File: src/rtl/rv32i_types_pkg.sv
// rv32i_types_pkg: shared pipeline types, including the fetch packet carried from fetch to execute.
package rv32i_types_pkg;
    localparam int XLEN = 32;
    localparam int FETCH_BUF_DEPTH_DEFAULT = 2;
    typedef logic [XLEN-1:0] word_t;
    typedef struct packed {
        word_t pc;
        word_t instr;
        word_t npc;
    } fetch_packet_t;
endpackage

File: src/rtl/fetch_buffer_ctrl.sv
// fetch_buffer_ctrl: pointer, occupancy and flush control for a small in-order stage queue.
module fetch_buffer_ctrl #(
    parameter int DEPTH = 2
) (
    input  logic                       clk,
    input  logic                       rst_n,
    input  logic                       flush,
    input  logic                       push,
    input  logic                       pop,
    output logic                       ready,
    output logic                       valid,
    output logic                       enq,
    output logic [$clog2(DEPTH)-1:0]   wr_ptr,
    output logic [$clog2(DEPTH)-1:0]   rd_ptr,
    output logic [$clog2(DEPTH+1)-1:0] count
);
    localparam int CW = $clog2(DEPTH + 1);
    logic deq;
    assign ready = count != CW'(DEPTH);
    assign valid = count != '0;
    assign enq   = push & ready;
    assign deq   = pop & valid;
    // Flush dominates any handshake in the same cycle.
    always_ff @(posedge clk or negedge rst_n) begin
        if (!rst_n) begin
            wr_ptr <= '0;
            rd_ptr <= '0;
            count  <= '0;
        end else if (flush) begin
            wr_ptr <= '0;
            rd_ptr <= '0;
            count  <= '0;
        end else begin
            if (enq) wr_ptr <= wr_ptr + 1'b1;
            if (deq) rd_ptr <= rd_ptr + 1'b1;
            count <= count + CW'(enq) - CW'(deq);
        end
    end
endmodule

File: src/rtl/fetch_execute_buffer.sv
// fetch_execute_buffer: elastic DEPTH-entry FIFO of fetch packets between fetch and execute.
// Define FETCH_EXECUTE_BUFFER_PERF_EN to add saturating starve_cnt/full_cnt counters.
module fetch_execute_buffer
    import rv32i_types_pkg::*;
#(
    parameter int DEPTH  = FETCH_BUF_DEPTH_DEFAULT,
    parameter int WORD_W = 32
) (
    input  logic                       CLK,
    input  logic                       nRST,
    input  logic                       flush,
    input  logic                       f_valid,
    output logic                       f_ready,
    input  logic [WORD_W-1:0]          f_pc,
    input  logic [WORD_W-1:0]          f_instr,
    input  logic [WORD_W-1:0]          f_npc,
    output logic                       e_valid,
    input  logic                       e_ready,
    output logic [WORD_W-1:0]          e_pc,
    output logic [WORD_W-1:0]          e_instr,
    output logic [WORD_W-1:0]          e_npc,
    output logic [$clog2(DEPTH+1)-1:0] count
`ifdef FETCH_EXECUTE_BUFFER_PERF_EN
    ,
    output logic [31:0]                starve_cnt,
    output logic [31:0]                full_cnt
`endif
);
    localparam int PW = $clog2(DEPTH);
    logic [PW-1:0] wr_ptr, rd_ptr;
    logic          enq;
    fetch_packet_t mem [DEPTH];
    fetch_buffer_ctrl #(.DEPTH(DEPTH)) u_ctrl (
        .clk    (CLK),
        .rst_n  (nRST),
        .flush  (flush),
        .push   (f_valid),
        .pop    (e_ready),
        .ready  (f_ready),
        .valid  (e_valid),
        .enq    (enq),
        .wr_ptr (wr_ptr),
        .rd_ptr (rd_ptr),
        .count  (count)
    );
    // Flush leaves storage intact; only the pointers are rewound.
    always_ff @(posedge CLK or negedge nRST) begin
        if (!nRST) begin
            for (int i = 0; i < DEPTH; i++) mem[i] <= '0;
        end else if (enq && !flush) begin
            mem[wr_ptr] <= '{pc: f_pc, instr: f_instr, npc: f_npc};
        end
    end
    assign e_pc    = mem[rd_ptr].pc;
    assign e_instr = mem[rd_ptr].instr;
    assign e_npc   = mem[rd_ptr].npc;
`ifdef FETCH_EXECUTE_BUFFER_PERF_EN
    always_ff @(posedge CLK or negedge nRST) begin
        if (!nRST) begin
            starve_cnt <= '0;
            full_cnt   <= '0;
        end else begin
            starve_cnt <= (e_ready && !e_valid && !flush && starve_cnt != '1) ? starve_cnt + 1'b1 : starve_cnt;
            full_cnt   <= (f_valid && !f_ready && full_cnt != '1) ? full_cnt + 1'b1 : full_cnt;
        end
    end
`endif
endmodule

File: config.mk
export PLATFORM = sky130hd
export DESIGN_NAME = fetch_execute_buffer
export DESIGN_NICKNAME = d
export VERILOG_FILES = /design/src/rtl/rv32i_types_pkg.sv /design/src/rtl/fetch_buffer_ctrl.sv /design/src/rtl/fetch_execute_buffer.sv
export SDC_FILE = /design/constraint.sdc
export NUM_CORES = 1
export LEC_CHECK = 0
export CAP_MARGIN = 10
export CORE_UTILIZATION = 50
export DETAILED_ROUTE_END_ITERATION = 8
export GPL_ROUTABILITY_DRIVEN = 0
export PLACE_DENSITY = 0.83
export SLEW_MARGIN = 0
export SYNTH_ARGS = -nofsm -noshare
export SYNTH_HDL_FRONTEND = slang
export SYNTH_SLANG_ARGS = --single-unit
File: constraint.sdc
create_clock -name CLK -period 4 [get_ports CLK]
set_clock_uncertainty 0.2 [all_clocks]
set_input_delay 0.4 -clock CLK [delete_from_list [all_inputs] [get_ports CLK]]
set_output_delay 0.4 -clock CLK [all_outputs]
set_load 0.01 [all_outputs]
After elaboration in Yosys (flattened, before gate mapping):

Cells that the tools add are included.

* register bits after elaboration: 196
* input bits: 101
* logic and storage cells: 38
* output and inout bits: 100

* $lt $le $gt $ge: 3
* multiplexer cells: 11
* equality and inequality tests: 1
* add/sub/neg operators: 4
* reduce and logical (&&, ||, !) cells: 6
* bitwise operators: 4

Operator list (count)
* 2-to-1 mux 96 bit: 4
* bitwise mux 192 bit: 1
* demux 96 bit (select 1 bit): 1
* nonzero test 2 bit: 3
* >= comparator 2 bit, second input constant: 2
* 2-to-1 mux 1 bit: 4
* inverter 1 -> 2 bit: 2
* adder 1 bit, second input constant: 2
* adder 2 x 1 -> 2 bit: 1
* AND 1 bit: 2
* logical AND 1 bit: 2
* less-than comparator 2 x 1 -> 1 bit, second input constant: 1
* 2-to-1 mux 2 bit: 1
* inequality test 2 bit, second input constant: 1
* subtractor 2 x 1 -> 2 bit: 1
* logical NOT 1 bit: 1

Logic depth before layout (Yosys ltp):

Gate-level depths: netlist (run 1).

* depth in word-level cells: 6
* gate-level depth with buffers: 6
* depth with buffers taken out: 6

Hierarchy:

From an unflattened synthesis (run 1), not the netlist that was laid out.

* cell total of the unflattened synthesis: 536
* area total of the unflattened synthesis: 8470.6 µm²

By module, submodules not included
* fetch_execute_buffer: cells an instance 513, area each 8244.2 µm², times used 1, sequential area each 4804.6 µm²
* fetch_buffer_ctrl: cells an instance 23, area each 226.5 µm², times used 1, sequential area each 100.1 µm²

Worst setup path before layout (run 1):

OpenSTA, ideal clock, no wires.

* kind: reg-to-output
* start: reg u_ctrl.rd_ptr
* end: out e_instr[0]
* slack: 1.949 ns
* data arrival time: 1.451 ns
* path buffers: 3
* data required time: 3.400 ns
* stages on the path, launching flop included: 5
* cells stage by stage: dfrtp_1 clkbuf_1 clkbuf_1 buf_2 mux2_2

* cells in the longest elaborated chain, start to end: 4

RTL lines
* from (decl): RTL line fetch_buffer_ctrl.sv:14 `output logic [$clog2(DEPTH)-1:0] rd_ptr,`
* from (signal assigned): RTL line fetch_buffer_ctrl.sv:35 `if (deq) rd_ptr <= rd_ptr + 1'b1;`
* inverter 1 -> 2 bit (not written as such): RTL line fetch_execute_buffer.sv:55 `assign e_instr = mem[rd_ptr].instr;`
* 2-to-1 mux 96 bit (3 in a row)
* to (decl): RTL line fetch_execute_buffer.sv:20 `output logic [WORD_W-1:0] e_instr,`

Every way passes these cells. The select of a mux whose other input is x is not followed.

Worst setup path after layout (run 1):

* start: reg u_ctrl.rd_ptr
* end: out e_pc[18]

* cells in the longest elaborated chain, start to end: 4

RTL lines
* inverter 1 -> 2 bit (not written as such): RTL line fetch_execute_buffer.sv:54 `assign e_pc = mem[rd_ptr].pc;`
* 2-to-1 mux 96 bit (3 in a row)
* to (decl): RTL line fetch_execute_buffer.sv:19 `output logic [WORD_W-1:0] e_pc,`

Every way passes these cells. The select of a mux whose other input is x is not followed.

==> results of run 1 <==
[worst reg2reg max path: cells and delay by family (launching register included)]
family / cells / cell delay [ps]
simple gates: 2 / 430
buf+inv: 2 / 470
mux: 1 / 500
flops: 1 / 430
[through the flow]
| stage | utilization | cells | hold slack (ps) |
|---|---|---|---|
| 2_1_floorplan | - | 536 | -95.59 |
| 3_3_place_gp | 0.6446 | 932 | 262.6 |
| 3_5_place_dp | 0.6446 | 932 | 272.2 |
| 4_1_cts | 0.6811 | 964 | 288.4 |
| 5_1_grt | 0.6811 | 964 | 306.1 |
| 6_report | 0.6811 | 964 | 281.6 |
[power by group through the flow]
stage	Combinational [mW]	Clock, mW	Sequential [mW]
after floorplan	2.18	0	3.26
after global placement	3.69	0	3.45
after detailed placement	3.80	0	3.53
after CTS	3.84	1.75	3.50
after global routing	4.02	1.83	3.63
final	3.78	1.71	3.50
[cells by family after synthesis]
| group | count (synthesis) | share of synthesized area |
|---|---|---|
| muxes | 288 | 0.3828 |
| DFF | 196 | 0.5789 |
| buffers and inverters | 35 | 0.02156 |
| and+or+nand+nor | 9 | 0.008713 |
| AOI/OAI and AO/OA | 3 | 0.002067 |
| xor gates and xnor gates | 3 | 0.003102 |
| adders and majority gates | 2 | 0.002953 |
[path summary, 6_finish.rpt]
path                            startpoint        to  depth (start not counted)
max in group asynchronous             nRST  mem[182]                          3
min                               mem[155]  mem[155]                          1
min reg2reg                       mem[155]  mem[155]                          1
min in group asynchronous             nRST  mem[125]                          2
max                          u_ctrl.rd_ptr  e_pc[18]                          3
max reg2reg                u_ctrl.count[1]   mem[46]                          5
[sequential cells by signal, indices dropped and copies added, names as in the netlist]
signal         flops
u_ctrl.count       2
u_ctrl.rd_ptr      1
mem              192
u_ctrl.wr_ptr      1
[area by class of cell]
class,count,area [um^2]
repair buffers,208,2116
clock buffers,20,466.7
inverters,4,15.01
clock inverters,11,127.6
fillers,1131,5289
multi-input cells,305,3386
flip-flops and latches,196,4908
well taps,220,275.3
[routing by layer]
layer | vias up | share of wire
met5 | - | 0
li1 | 2308 | -
met4 | 0 | 0.018
met1 | 2656 | 0.40
met2 | 128 | 0.53
met3 | 27 | 0.047
[cell usage in the layout (no fill, tap or decap)]
master and n:
clkbuf_16 17, or2_2 1, clkinv_2 2, buf_4 3, xnor2_1 2, inv_1 3
inv_2 1, nor2b_4 1, buf_12 4, nand4b_1 1, mux2_2 248, or3_1 1
nor2b_1 1, bufinv_16 2, dfrtp_4 1, clkbuf_8 3, nor4_4 1, buf_6 1
mux2_1 40, dfrtp_1 195, clkinvlp_4 3, inv_6 1, o21ai_0 1, a21oi_1 1
xor2_1 1, dlygate4sd3_1 1, ha_1 2, clkdlybuf4s50_1 199, o21a_1 1, nor2_1 3
clkinv_4 3
==> results.sh, run 1 <==
export IMPL_layout_min_cycle_time_ps=3215
export IMPL_synthArstFlopShare=1.000
export IMPL_slew_viol_final=0
export IMPL_dp_final_hpwl_mm=11.93
export IMPL_yosysTopAreaCellShare=0.5789
export IMPL_max_slew_worst_pin_slew_ps=999.2
export IMPL_die_area_um2=17470
export IMPL_cts_sinks=196
export IMPL_layout_drive_gt1_share=0.3925
export IMPL_gr_usage_met1=0.2508
export IMPL_antenna_found_initial=0
export IMPL_tns_ps=0
export IMPL_critical_path_slowest_cell="dfrtp_4"
export IMPL_pwr_share_seq=0.389
export IMPL_vias_per_cell=5.310
export IMPL_gr_usage_met2=0.3983
export IMPL_clk_pin_slew_worst_paths_ps=70
export IMPL_cts_tree="built"
export IMPL_synth_area_leader_cell="dfrtp_1"
export IMPL_max_slew_margin=0.3338
export IMPL_die_x_um=132.2
export IMPL_path_max_fanout=51
export IMPL_hold_path_class="reg2reg"
export IMPL_crit_chain="buf_12 > mux2_2 > clkdlybuf4s50_1"
export IMPL_grt_pass1_wl_mm=29.94
export IMPL_diodes=0
export IMPL_drt_iter0_drc=153
export IMPL_use_met3=0.05882
export IMPL_port_buffers=200
export IMPL_ys_warnings_count=0
export IMPL_vias=5119
export IMPL_start_kind="flip-flop"
export IMPL_cts_root_buffer="clkbuf_16"
export IMPL_drc=0
export IMPL_hold_viol=0
export IMPL_maxCapViolations=0
export IMPL_fin_ws_ps=785.0
export IMPL_period_share=0.8037
export IMPL_ys_top_cells_by_count="mux2_2, dfrtp_1, mux2_1"
export IMPL_pwr_share_comb=0.421
export IMPL_yosysMostFrequentCell="mux2_2"
export IMPL_endpoint_kind="output pin"
export IMPL_ys_flop_type="dfrtp_1"
export IMPL_pwr_share_clk=0.190
export IMPL_cts_post_setup_buffers_inserted=0
export IMPL_synth_area_per_cell_um2=15.81
export IMPL_clock_path_buffers=2
export IMPL_rows=47
export IMPL_setup_violations=0
export IMPL_final_cell_area_um2=11290
export IMPL_die_y_um=132.2
export IMPL_synthDistinctLibCells=21
export IMPL_fmax_mhz=311.0
export IMPL_ctsHoldBuffers=1
export IMPL_cts_made_buffers=17
export IMPL_syn_num_nets=639
export IMPL_crit_family="flip-flops"
export IMPL_yosysSeqAreaShare=0.5789
export IMPL_post_cts_resized=0
export IMPL_synth_edff_count=0
export IMPL_swShare=0.2908
export IMPL_grt_max_degree=112
export IMPL_fin_total_pwr_mw=8.988
export IMPL_start_util=0.5109
export IMPL_worstPathArrival_ps=2610
export IMPL_post_drt_wl_per_cell_um=18.71
export IMPL_clk_latency_ps=420
export IMPL_placed_area_um2=10690
export IMPL_grt_pass1_vias=5877
export IMPL_rsz0062_at_grt="no"
export IMPL_slowest_delay_ps=910
export IMPL_drtPass1Iterations=4
export IMPL_core_area_um2=16580
export IMPL_grt_ovfl_total=0
export IMPL_synthCells=536
export IMPL_h_tree_depth=4
export IMPL_critPathKind="reg2out"
export IMPL_busiest_layer="met2"
export IMPL_powerDensity_nw_per_um2=795.7
export IMPL_pre_cts_ws_ps=1237
export IMPL_worstPathRequired_ps=3400
export IMPL_synth_area_top_cells="dfrtp_1, mux2_2, mux2_1"
export IMPL_routed_wl_mm=18.04
export IMPL_netlist_area_um2=8473
export IMPL_leakage_nw=4.667
export IMPL_final_nets=835
export IMPL_syn_to_final_growth_pct=33.30
export IMPL_p_int_mw=6.374
export IMPL_antenna_left=0
export IMPL_grtUsageTotal=0.2198
export IMPL_p_switching_mw=2.613
export IMPL_status="complete, no violations"
export IMPL_num_io_pins=201
export IMPL_peakVddDrop_mv=0.4513
export IMPL_crit_buf_inv=2
export IMPL_reg2reg_slack_ps=1870
export IMPL_ys_ff_latch=196
Note: power is estimated with default switching activity, not from simulation.
==> inputs of run 2 (changes only) <==
- CORE_UTILIZATION: 50 -> 45
- PLACE_DENSITY: 0.83 -> 0.79
- clock period: 4 -> 2.6 ns (I/O delays scaled with it)
==> results.sh, run 2 (same netlist as run 1, synthesis figures left out) <==
export IMPL_syn_to_final_growth_pct=34.26
export IMPL_setup_violations=0
export IMPL_drc=10
export IMPL_tns_ps=0
export IMPL_vias=5109
export IMPL_peakVddDrop_mv=0.5585
export IMPL_die_y_um=139.2
export IMPL_cts_made_buffers=17
export IMPL_maxCapViolations=0
export IMPL_hold_path_class="in2async"
export IMPL_rsz0062_at_grt="no"
export IMPL_hold_viol=0
export IMPL_whs_ps=192.5
export IMPL_vias_per_cell=5.235
export IMPL_period_share=0.9644
export IMPL_post_drt_wl_per_cell_um=18.50
export IMPL_diodes=0
export IMPL_antenna_found_initial=0
export IMPL_fill_cells=1329
export IMPL_fin_ws_ps=92.68
export IMPL_port_buffers=200
export IMPL_pwr_share_clk=0.185
export IMPL_dp_final_hpwl_mm=12.03
export IMPL_path_max_fanout=17
export IMPL_slowest_delay_ps=510
export IMPL_layout_min_cycle_time_ps=2507
export IMPL_powerDensity_nw_per_um2=1214
export IMPL_pre_cts_ws_ps=245.5
export IMPL_critPathKind="reg2out"
export IMPL_final_nets=839
export IMPL_clk_pin_slew_worst_paths_ps=70
export IMPL_seqCellArea_um2=4908
export IMPL_swShare=0.2884
export IMPL_core_area_um2=18210
export IMPL_endpoint_kind="output pin"
export IMPL_grt_pass1_vias=5765
export IMPL_grtUsageTotal=0.1953
export IMPL_p_int_mw=9.831
export IMPL_grt_max_degree=66
export IMPL_mostFrequentLayoutCells="mux2_2, clkdlybuf4s50_1, dfrtp_1"
export IMPL_layout_drive_gt1_share=0.3949
export IMPL_status="complete, but fails checks"
export IMPL_start_kind="flip-flop"
export IMPL_cts_root_buffer="clkbuf_16"
export IMPL_clk_latency_ps=410
export IMPL_pwr_share_comb=0.436
export IMPL_final_common_cell="mux2_2"
export IMPL_leakage_nw=4.709
export IMPL_largest_register="mem"
export IMPL_pwr_share_seq=0.379
export IMPL_max_slew_margin=0.6280
export IMPL_drtPass1Iterations=7
export IMPL_cts_tree="built"
export IMPL_drt_iter0_drc=127
export IMPL_max_slew_worst_pin_slew_ps=558.1
export IMPL_fmax_mhz=398.8
export IMPL_die_x_um=139.2
export IMPL_worstPathRequired_ps=2140
export IMPL_largest_register_ffs=192
export IMPL_crit_chain="buf_4 > mux2_2 > clkdlybuf4s50_1"
export IMPL_antenna_left=0
export IMPL_routed_wl_mm=18.06
export IMPL_grt_pass1_wl_mm=29.57
export IMPL_start_util=0.4653
export IMPL_clock_path_buffers=2
export IMPL_reg2reg_depth=5
export IMPL_violations="DRC"
export IMPL_p_switching_mw=3.984
export IMPL_num_io_pins=201
export IMPL_crit_family="buffers and inverters"
export IMPL_crit_cells=3
export IMPL_h_tree_depth=4
export IMPL_cts_sinks=196
export IMPL_die_area_um2=19380
export IMPL_slew_viol_final=0
export IMPL_multiInputGateArea_um2=3386
export IMPL_crit_buf_inv=2
export IMPL_worstPathArrival_ps=2050
export IMPL_rows=49
export IMPL_largestRegisters="mem: 192 flops, u_ctrl.count: 2 flops"
export IMPL_grt_ovfl_total=0
export IMPL_critical_path_slowest_cell="clkdlybuf4s50_1"
run 2: path summary, 6_finish.rpt:
kind | end | slack, ps | from
hold / removal | mem[135] | 190 | nRST
min in group CLK | mem[143] | 270 | f_instr[15]
setup reg to reg | mem[50] | 540 | u_ctrl.count[1]
setup / recovery | e_npc[16] | 90 | u_ctrl.rd_ptr
max in group asynchronous | mem[106] | 1210 | nRST
hold reg to reg | mem[158] | 280 | mem[158]
run 2: per-layer routing:
layer | vias to the layer above | track usage | wire, um
li1 | 2316 | - | -
met2 | 134 | 0.3470 | 9337
met3 | 31 | 0.05678 | 1157
met4 | 0 | 0.08012 | 478
met1 | 2628 | 0.2193 | 7086
met5 | - | 0 | 0
run 2: what timing repair did:
action                                 CTS  global route
endpoints found under the hold margin   61             0
hold buffers                             1             0
buffers inserted                         0             0
gates resized for setup                  2             0
setup endpoints to repair               74             0
run 2: worst reg2reg max path, stage by stage (launching register included):
cell and delay [ps]:
dfrtp_1 420, nor2b_4 250, inv_1 80, nand4b_1 250
buf_12 330, mux2_2 420
run 2: layout make-up:
type | instances | area share
Timing Repair Buffer | 212 | 0.1935
Tap cell | 229 | 0.02519
Inverter | 4 | 0.001320
Multi-Input combinational cell | 305 | 0.2976
Sequential cell | 196 | 0.4315
Clock buffer | 19 | 0.03982
Clock inverter | 11 | 0.01111
run 2: stage by stage:
step,cell area (um^2),util,instances,total power [mW]
floorplan,8473,-,536,8.362
global placement,10750,0.5905,944,11.00
detailed placement,10750,0.5905,944,11.30
CTS,11380,0.6248,976,14.00
global route,11380,0.6248,976,14.60
finish,11380,0.6248,976,13.82
run 2: power by group through the flow:
stage	combinational, mW	clock, mW	sequential (mW)
after detailed placement	6.02	0	5.28
after global placement	5.87	0	5.13
after global routing	6.42	2.75	5.43
final	6.02	2.56	5.24
after CTS	6.12	2.63	5.25
after floorplan	3.35	0	5.02
